**config.mk**
```make
export PLATFORM = sky130hd
export DESIGN_NAME = multi_proc_sched
export DESIGN_NICKNAME = d
export VERILOG_FILES = /design/src/rtl/multi_proc_sched_pkg.sv /design/src/rtl/multi_proc_cmd_fifo.sv /design/src/rtl/multi_proc_sched.sv
export SDC_FILE = /design/constraint.sdc
export NUM_CORES = 1
export LEC_CHECK = 0
export BUFFER_PORTS_ARGS = -buffer_cell sky130_fd_sc_hd__clkbuf_2
export CORE_MARGIN = 2
export CORE_UTILIZATION = 54
export CTS_CLUSTER_DIAMETER = 60
export DETAILED_ROUTE_END_ITERATION = 8
export HOLD_SLACK_MARGIN = 0.03
export PLACE_DENSITY = 0.73
export SLEW_MARGIN = 20
export SYNTH_ARGS = -nofsm -noshare
export SYNTH_HDL_FRONTEND = slang
export SYNTH_SLANG_ARGS = --single-unit
```
**constraint.sdc**
```tcl
create_clock -name clk -period 3.9 [get_ports clk]
set_input_delay 0.78 -clock clk [delete_from_list [all_inputs] [get_ports clk]]
set_output_delay 0.78 -clock clk [all_outputs]
set_load 0.005 [all_outputs]
```
**src/rtl/multi_proc_sched_pkg.sv**
```systemverilog
// Shared types for the multi_proc_sched command front-end.
// Optional feature macro: MULTI_PROC_MEM_TIMEOUT_EN (memory-op watchdog).
package multi_proc_sched_pkg;

  typedef enum logic [2:0] {
    ADD   = 3'd0,
    SUB   = 3'd1,
    AND   = 3'd2,
    OR    = 3'd3,
    XOR   = 3'd4,
    MUL   = 3'd5,
    LOAD  = 3'd6,
    STORE = 3'd7
  } opcode_t;

  typedef enum logic [1:0] {
    IDLE = 2'd0,
    EXEC = 2'd1,
    MEM  = 2'd2,
    RESP = 2'd3
  } sched_state_t;

  // Default-width command record; the top builds a width-matched copy from its parameters.
  localparam int DW_DEF = 8;
  localparam int AW_DEF = 12;

  typedef struct packed {
    opcode_t             op;
    logic [DW_DEF-1:0]   a;
    logic [DW_DEF-1:0]   b;
    logic [AW_DEF-1:0]   addr;
    logic [DW_DEF-1:0]   wdata;
  } cmd_t;

  // LOAD and STORE go to the cache port; everything else goes to the ALU.
  function automatic logic is_mem_op(input opcode_t op);
    return (op == LOAD) || (op == STORE);
  endfunction

endpackage

```
**src/rtl/multi_proc_cmd_fifo.sv**
```systemverilog
// Command FIFO: DEPTH entries (power of 2), pointers wrap naturally modulo DEPTH.
// A push while full is refused even when a pop happens in the same cycle.
module multi_proc_cmd_fifo
  import multi_proc_sched_pkg::*;
#(
  parameter int  DEPTH   = 4,
  parameter type entry_t = cmd_t
) (
  input  logic                     clk,
  input  logic                     rst,
  input  logic                     push_i,
  input  entry_t                   wdata_i,
  input  logic                     pop_i,
  output entry_t                   rdata_o,
  output logic                     full_o,
  output logic                     empty_o,
  output logic [$clog2(DEPTH):0]   count_o
);

  localparam int PW = $clog2(DEPTH);
  localparam int CW = PW + 1;

  entry_t          mem_q [DEPTH];
  logic [PW-1:0]   wr_ptr_q, wr_ptr_d;
  logic [PW-1:0]   rd_ptr_q, rd_ptr_d;
  logic [CW-1:0]   count_q, count_d;
  logic            do_push, do_pop;

  assign full_o  = (count_q == CW'(DEPTH));
  assign empty_o = (count_q == '0);
  assign count_o = count_q;
  assign rdata_o = mem_q[rd_ptr_q];

  assign do_push = push_i && !full_o;
  assign do_pop  = pop_i && !empty_o;

  // Next pointer and occupancy values.
  always_comb begin
    wr_ptr_d = wr_ptr_q;
    rd_ptr_d = rd_ptr_q;
    count_d  = count_q;
    if (do_push) wr_ptr_d = wr_ptr_q + PW'(1);
    if (do_pop)  rd_ptr_d = rd_ptr_q + PW'(1);
    if (do_push && !do_pop)      count_d = count_q + CW'(1);
    else if (!do_push && do_pop) count_d = count_q - CW'(1);
  end

  // Pointer and occupancy registers; reset empties the queue.
  always_ff @(posedge clk or negedge rst) begin
    if (!rst) begin
      wr_ptr_q <= '0;
      rd_ptr_q <= '0;
      count_q  <= '0;
    end else begin
      wr_ptr_q <= wr_ptr_d;
      rd_ptr_q <= rd_ptr_d;
      count_q  <= count_d;
    end
  end

  // Entry storage; contents are only meaningful between push and pop, so no reset.
  always_ff @(posedge clk) begin
    if (do_push) mem_q[wr_ptr_q] <= wdata_i;
  end

endmodule

```
**src/rtl/multi_proc_sched.sv**
```systemverilog
// multi_proc_sched: buffered in-order command dispatcher to an internal ALU or the cache port.
// Handshakes: a channel transfers on the rising edge where valid && ready are both 1; the
// producer holds valid and payload stable until then (cmd_*, rsp_*). The cache port holds
// mem_req/we/addr/wdata stable until an edge samples mem_gnt && mem_hit.
// Optional feature macro: MULTI_PROC_MEM_TIMEOUT_EN adds a TIMEOUT-cycle watchdog on memory ops.
module multi_proc_sched
  import multi_proc_sched_pkg::*;
#(
  parameter int DW      = 8,
  parameter int AW      = 12,
  parameter int DEPTH   = 4,
  parameter int TIMEOUT = 16
) (
  input  logic                    clk,
  input  logic                    rst,
  input  logic                    cmd_valid,
  output logic                    cmd_ready,
  input  logic [2:0]              cmd_op,
  input  logic [DW-1:0]           cmd_a,
  input  logic [DW-1:0]           cmd_b,
  input  logic [AW-1:0]           cmd_addr,
  input  logic [DW-1:0]           cmd_wdata,
  output logic                    mem_req,
  output logic                    mem_we,
  output logic [AW-1:0]           mem_addr,
  output logic [DW-1:0]           mem_wdata,
  input  logic                    mem_gnt,
  input  logic                    mem_hit,
  input  logic [DW-1:0]           mem_rdata,
  output logic                    rsp_valid,
  input  logic                    rsp_ready,
  output logic [2*DW-1:0]         rsp_data,
  output logic [2:0]              rsp_op,
  output logic                    rsp_err,
  output logic [$clog2(DEPTH):0]  fifo_count,
  output sched_state_t            dbg_state
);

  typedef struct packed {
    opcode_t         op;
    logic [DW-1:0]   a;
    logic [DW-1:0]   b;
    logic [AW-1:0]   addr;
    logic [DW-1:0]   wdata;
  } sched_cmd_t;

  sched_state_t    state_q, state_d;
  sched_cmd_t      op_q, op_d;
  logic            mul_cnt_q, mul_cnt_d;
  logic [2*DW-1:0] rsp_data_q, rsp_data_d;
  logic [2*DW-1:0] alu_result;
  logic [2*DW-1:0] a_ext, b_ext;
  logic            load_next;
  logic            in_mem;

  sched_cmd_t      fifo_wdata, fifo_rdata;
  logic            fifo_push, fifo_pop, fifo_full, fifo_empty;

`ifdef MULTI_PROC_MEM_TIMEOUT_EN
  localparam int TW = $clog2(TIMEOUT + 1);
  localparam logic [TW-1:0] TMO_LAST = TW'(TIMEOUT - 1);
  logic [TW-1:0] tmo_q, tmo_d;
  logic          rsp_err_q, rsp_err_d;
`endif

  // Pack the incoming command fields into a queue entry.
  always_comb begin
    fifo_wdata       = '0;
    fifo_wdata.op    = opcode_t'(cmd_op);
    fifo_wdata.a     = cmd_a;
    fifo_wdata.b     = cmd_b;
    fifo_wdata.addr  = cmd_addr;
    fifo_wdata.wdata = cmd_wdata;
  end

  assign fifo_push = cmd_valid;
  assign cmd_ready = !fifo_full;

  multi_proc_cmd_fifo #(
    .DEPTH   (DEPTH),
    .entry_t (sched_cmd_t)
  ) u_fifo (
    .clk     (clk),
    .rst     (rst),
    .push_i  (fifo_push),
    .wdata_i (fifo_wdata),
    .pop_i   (fifo_pop),
    .rdata_o (fifo_rdata),
    .full_o  (fifo_full),
    .empty_o (fifo_empty),
    .count_o (fifo_count)
  );

  // ALU on the held operation; operands zero-extended so SUB yields a two's-complement difference.
  always_comb begin
    a_ext      = {{DW{1'b0}}, op_q.a};
    b_ext      = {{DW{1'b0}}, op_q.b};
    alu_result = '0;
    case (op_q.op)
      ADD:     alu_result = a_ext + b_ext;
      SUB:     alu_result = a_ext - b_ext;
      AND:     alu_result = a_ext & b_ext;
      OR:      alu_result = a_ext | b_ext;
      XOR:     alu_result = a_ext ^ b_ext;
      MUL:     alu_result = a_ext * b_ext;
      default: alu_result = '0;
    endcase
  end

  // Next-state logic: fetch, execute/memory wait, response hold, with direct refetch on handshake.
  always_comb begin
    state_d    = state_q;
    op_d       = op_q;
    mul_cnt_d  = mul_cnt_q;
    rsp_data_d = rsp_data_q;
    load_next  = 1'b0;
    fifo_pop   = 1'b0;
`ifdef MULTI_PROC_MEM_TIMEOUT_EN
    tmo_d      = tmo_q;
    rsp_err_d  = rsp_err_q;
`endif
    case (state_q)
      IDLE: begin
        if (!fifo_empty) load_next = 1'b1;
      end
      EXEC: begin
        // MUL spends one extra cycle here before its result is taken.
        if ((op_q.op == MUL) && !mul_cnt_q) begin
          mul_cnt_d = 1'b1;
        end else begin
          rsp_data_d = alu_result;
`ifdef MULTI_PROC_MEM_TIMEOUT_EN
          rsp_err_d  = 1'b0;
`endif
          state_d    = RESP;
        end
      end
      MEM: begin
        if (mem_gnt && mem_hit) begin
          rsp_data_d = (op_q.op == LOAD) ? {{DW{1'b0}}, mem_rdata} : {{DW{1'b0}}, op_q.wdata};
`ifdef MULTI_PROC_MEM_TIMEOUT_EN
          rsp_err_d  = 1'b0;
`endif
          state_d    = RESP;
        end
`ifdef MULTI_PROC_MEM_TIMEOUT_EN
        else if (tmo_q == TMO_LAST) begin
          rsp_data_d = '0;
          rsp_err_d  = 1'b1;
          state_d    = RESP;
        end else begin
          tmo_d = tmo_q + TW'(1);
        end
`endif
      end
      RESP: begin
        if (rsp_ready) begin
          if (!fifo_empty) load_next = 1'b1;
          else             state_d   = IDLE;
        end
      end
      default: state_d = IDLE;
    endcase

    if (load_next) begin
      fifo_pop  = 1'b1;
      op_d      = fifo_rdata;
      mul_cnt_d = 1'b0;
`ifdef MULTI_PROC_MEM_TIMEOUT_EN
      tmo_d     = '0;
`endif
      state_d   = is_mem_op(fifo_rdata.op) ? MEM : EXEC;
    end
  end

  // FSM and operation registers; async reset discards the in-flight op.
  always_ff @(posedge clk or negedge rst) begin
    if (!rst) begin
      state_q    <= IDLE;
      op_q       <= '0;
      mul_cnt_q  <= 1'b0;
      rsp_data_q <= '0;
    end else begin
      state_q    <= state_d;
      op_q       <= op_d;
      mul_cnt_q  <= mul_cnt_d;
      rsp_data_q <= rsp_data_d;
    end
  end

`ifdef MULTI_PROC_MEM_TIMEOUT_EN
  // Watchdog counter and error flag for memory ops.
  always_ff @(posedge clk or negedge rst) begin
    if (!rst) begin
      tmo_q     <= '0;
      rsp_err_q <= 1'b0;
    end else begin
      tmo_q     <= tmo_d;
      rsp_err_q <= rsp_err_d;
    end
  end
  assign rsp_err = (state_q == RESP) && rsp_err_q;
`else
  assign rsp_err = 1'b0;
`endif

  assign in_mem    = (state_q == MEM);
  assign mem_req   = in_mem;
  assign mem_we    = in_mem && (op_q.op == STORE);
  assign mem_addr  = in_mem ? op_q.addr  : '0;
  assign mem_wdata = in_mem ? op_q.wdata : '0;

  assign rsp_valid = (state_q == RESP);
  assign rsp_data  = rsp_data_q;
  assign rsp_op    = rsp_valid ? op_q.op : 3'b000;
  assign dbg_state = state_q;

endmodule

```
==> results.md <==
Outcome:
- The run finished, with violations left.
- The final reports fail on negative setup slack.

Yosys:
- The number of different library cells used by synthesis comes to 67.
- Of all flip-flops after synthesis, the portion carrying an async set or reset was 29.4%.
- The number of instances in the synthesized netlist is 876.
- The main combinational cell family by area after synthesis is adder cells.
- The cell area that synthesis handed to floorplanning was 0.0117 mm².
- The share of the Yosys chip area taken by registers is 53.8%.
- The complex-gate fraction of the synthesized area is 8.41%.
- Counting every net in the synthesized netlist gives 1037.
- Multiplexer cells account for 10.4% of the synthesized area.
- Of the total synthesized cell area, the portion taken by full adders, half adders and majority gates is 14.0%.
- The synthesized netlist devotes 1.49% of its cell area to XOR and XNOR gates.
- The most common flop cell mapped by yosys is edfxtp_1.
- In this run, synthesis inferred 156 flip-flops with an integrated enable.
- In this run, synthesis produced a sequential element count of 221.
- Yosys printed 0 warnings.
- The simple logic cell fraction of the synthesized area is 7.87%.
- The post-synthesis average cell area is 13.4 µm².

Floorplanning:
- The placeable core area is 0.0212 mm².
- From left edge to right edge, the die measures 151 µm.
- The number of ports placed on the die boundary is 102.
- The vertical extent of the die is 151 µm.
- The area enclosed by the die boundary is 0.0229 mm².
- For this configuration, the core starts out at a cell density of 55.4%.
- The cell row count is 53.

Detailed routing:
- The first routing iteration left 567 violations.
- The first detailed-routing pass ran for 5 iterations.
- For this block, the via count after detailed routing is 7489.
- The count of nets left with antenna violations once routing finished came out at 0.
- Wires add up to 25600 µm.
- After detailed routing, the average wire length per cell comes to 18.8 µm.
- The number of remaining DRC errors is 0.
- The average vias per placed instance is 5.49.

Timing:
- The share of the cycle needed by the critical path after routing is 107%.
- The number of failing hold endpoints at the final stage is 0.
- Setup repair after global routing could not meet its margin everywhere.
- At the pin with the least slew margin, the transition time is 1.06 ns.
- The number of failing setup endpoints in the final timing report is 5.
- The number of slew-limit violations in the final report is 0.
- The worst setup skew after layout is 0.00791 ns.
- The relative slew slack is 29.2%.
- The smallest setup slack after layout is -0.278 ns.
- The post-layout minimum cycle time is 4.18 ns.
- The peak clock frequency supported by timing is 239 MHz.

Placement:
- Before CTS, the worst setup slack after placement is -0.309 ns.
- The HPWL after detailed placement is 17800 µm.
- The number of port buffers is 100.
- Routability-driven placement finished with a final weighted congestion of 0.931.

Critical path:
- In this design, the critical path's most frequently occurring cell is fa_1.
- The number of cells on the worst reg-to-reg path is 15.
- The maximum fanout along the worst path is 3.
- STA classifies the critical path endpoint as a flop.
- In this run the worst setup path begins at b_ext[4].
- The worst setup path is launched from a flop.
- For this design, the slowest cell found on the critical path is fa_1.
- Data arrives at the worst endpoint at 4.58 ns.
- The category of the critical setup timing path is reg2reg.
- In this run the number of cells on the critical path is 15.
- The signal on the critical path passes through ha_4, fa_1, fa_1, fa_1, inv_1, fa_1, inv_2, ha_4, nor3_4, buf_4, nand2b_1, o211ai_1, a21oi_1, xor2_1, a221o_1.
- The required time of the critical path is 4.31 ns.
- On the worst path, the slowest cell contributes a delay of 0.52 ns.
- In this run the critical register-to-register path is launched from b_ext[4].
- The cell type group with the largest total delay on the critical path is adder cells.
- The buffering stage count on the worst path with inverters included is 3.

Clocking:
- After clock tree synthesis, the clock-pin slew on the worst setup and hold paths is 0.06 ns.
- TritonCTS built the clock tree.
- Clock tree synthesis inserted a total of 24 buffers.
- Buffers inserted to repair hold after CTS numbered 0.
- The clock reaches the later pin of the worst-skew pair after 0.53 ns.
- Counting along the longest clock path gives a buffer depth of 3.
- CTS built an H-tree with a depth of 1.
- The clock net sink count is 221.
- The clock tree root driver cell is clkbuf_16.

Global routing:
- The global-route usage over all layers is 23.0%.
- The residual overflow from global routing is 0.
- The first global-routing pass estimated 40500 µm of wire.
- The largest net degree at the start of global routing is 63.
- The number of global-route vias before repair came to 7751.
- The initial antenna violation count is 0.

Cells and area:
- The most common cell after layout, fill and taps aside is edfxtp_1.
- The share of post-route cells with drive strength above 1 is 36.1%.
- In the final design database the tool counted 1232 nets.
- From synthesis to final layout, the design area changed by 22.1%.
- 0 antenna diodes ended up in the layout.
- Leaving out fill and tap cells, the most frequent cells in the layout are edfxtp_1 (156), clkbuf_2 (99), buf_4 (99).

Job:
- Across the run, the number of max-cap violations was 0.

Hold path:
- In this run the worst hold path is classified as in2async.
-- flip-flops by register name, indices dropped and copies added, names as in the netlist --
signal / count
u_fifo.count_o: 3
a_ext: 8
u_fifo.mem_q: 156
rsp_data: 16
u_fifo.wr_ptr_q: 2
mul_cnt_q: 1
dbg_state: 2
u_fifo.rd_ptr_q: 2
b_ext: 8
op_q: 23
-- routing by layer --
layer	global-route usage (%)	vias to the layer above	wire, µm
li1	-	3549	-
met1	31.5	3695	11100
met2	39.3	206	12600
met3	3.25	39	1370
met4	5.70	0	536
met5	0	-	0
-- timing repair --
| item | in CTS | in global routing |
|---|---|---|
| buffers inserted | 14 | 14 |
| setup endpoints to repair | 9 | 11 |
| gates resized for setup | 29 | 29 |
| cloned | 0 | 0 |
| pin swaps | 28 | 15 |
-- worst paths after layout --
kind | end | slack, ns
worst min register to register | rsp_data[0] | 0.49
min in group clk | u_fifo.mem_q[2][32] | 0.46
worst min-delay path | rsp_data[14] | 0.29
worst max register to register | rsp_data[12] | -0.28
worst max-delay path | rsp_data[12] | -0.28
max in group asynchronous | u_fifo.rd_ptr_q[0] | 2.58
-- kinds of logic (layout without fill, tap and decap cells) --
group | count (synthesis) | after routing
other | 1 | 1
buffers and inverters | 115 | 328
DFF | 221 | 221
muxes | 70 | 70
AOI/OAI and AO/OA | 145 | 145
adders and majority gates | 108 | 108
and+or+nand+nor | 196 | 196
xor gates and xnor gates | 20 | 20
-- Yosys cell counts, drive strengths merged (3+ instances only) --
cell	n	area share, %
a211oi	7	0.53
a21boi	3	0.19
a21o	11	0.70
a21oi	40	1.7
a221o	9	0.77
a221oi	4	0.35
a31o	3	0.22
a31oi	4	0.21
and2	26	1.4
and3	8	0.43
buf	17	0.77
clkbuf	16	0.51
clkinv	11	0.35
dfrtp	65	14
edfxtp	156	40
fa	39	6.7
ha	69	7.4
inv	71	2.3
mux2	27	2.6
mux2i	4	0.34
mux4	39	7.5
nand2	51	1.6
nand2b	10	0.60
nand3	7	0.30
nor2	76	2.5
nor2b	4	0.21
nor3	8	0.47
o21a	3	0.19
o21ai	41	1.8
xnor2	15	1.1
xor2	5	0.37
-- final cells by class --
cell class,count,area (µm²)
tap,275,344
timing repair buffer,202,1290
clock inverter,12,148
inverter,82,340
multi-input combinational,540,5230
sequential,221,6320
fill,1488,6840
clock buffer,32,651
-- metrics by stage --
stage                     area [µm²]  util [%]  std cells  setup TNS (ns)  hold slack [ns]
final                          14300      67.7       1364           -1.13            0.294
after global routing           14300      67.7       1364           -2.23            0.347
after CTS                      14100      66.5       1349           -1.05            0.317
after detailed placement       13100      61.9       1291           -1.76            0.489
after global placement         13100      61.9       1291           -1.48            0.462
after floorplan                11800         -        876          -0.149            0.473
Power is left out: the tool's default activity adds up to more than one toggle a clock period on the data nets, which glitch-free logic cannot reach.
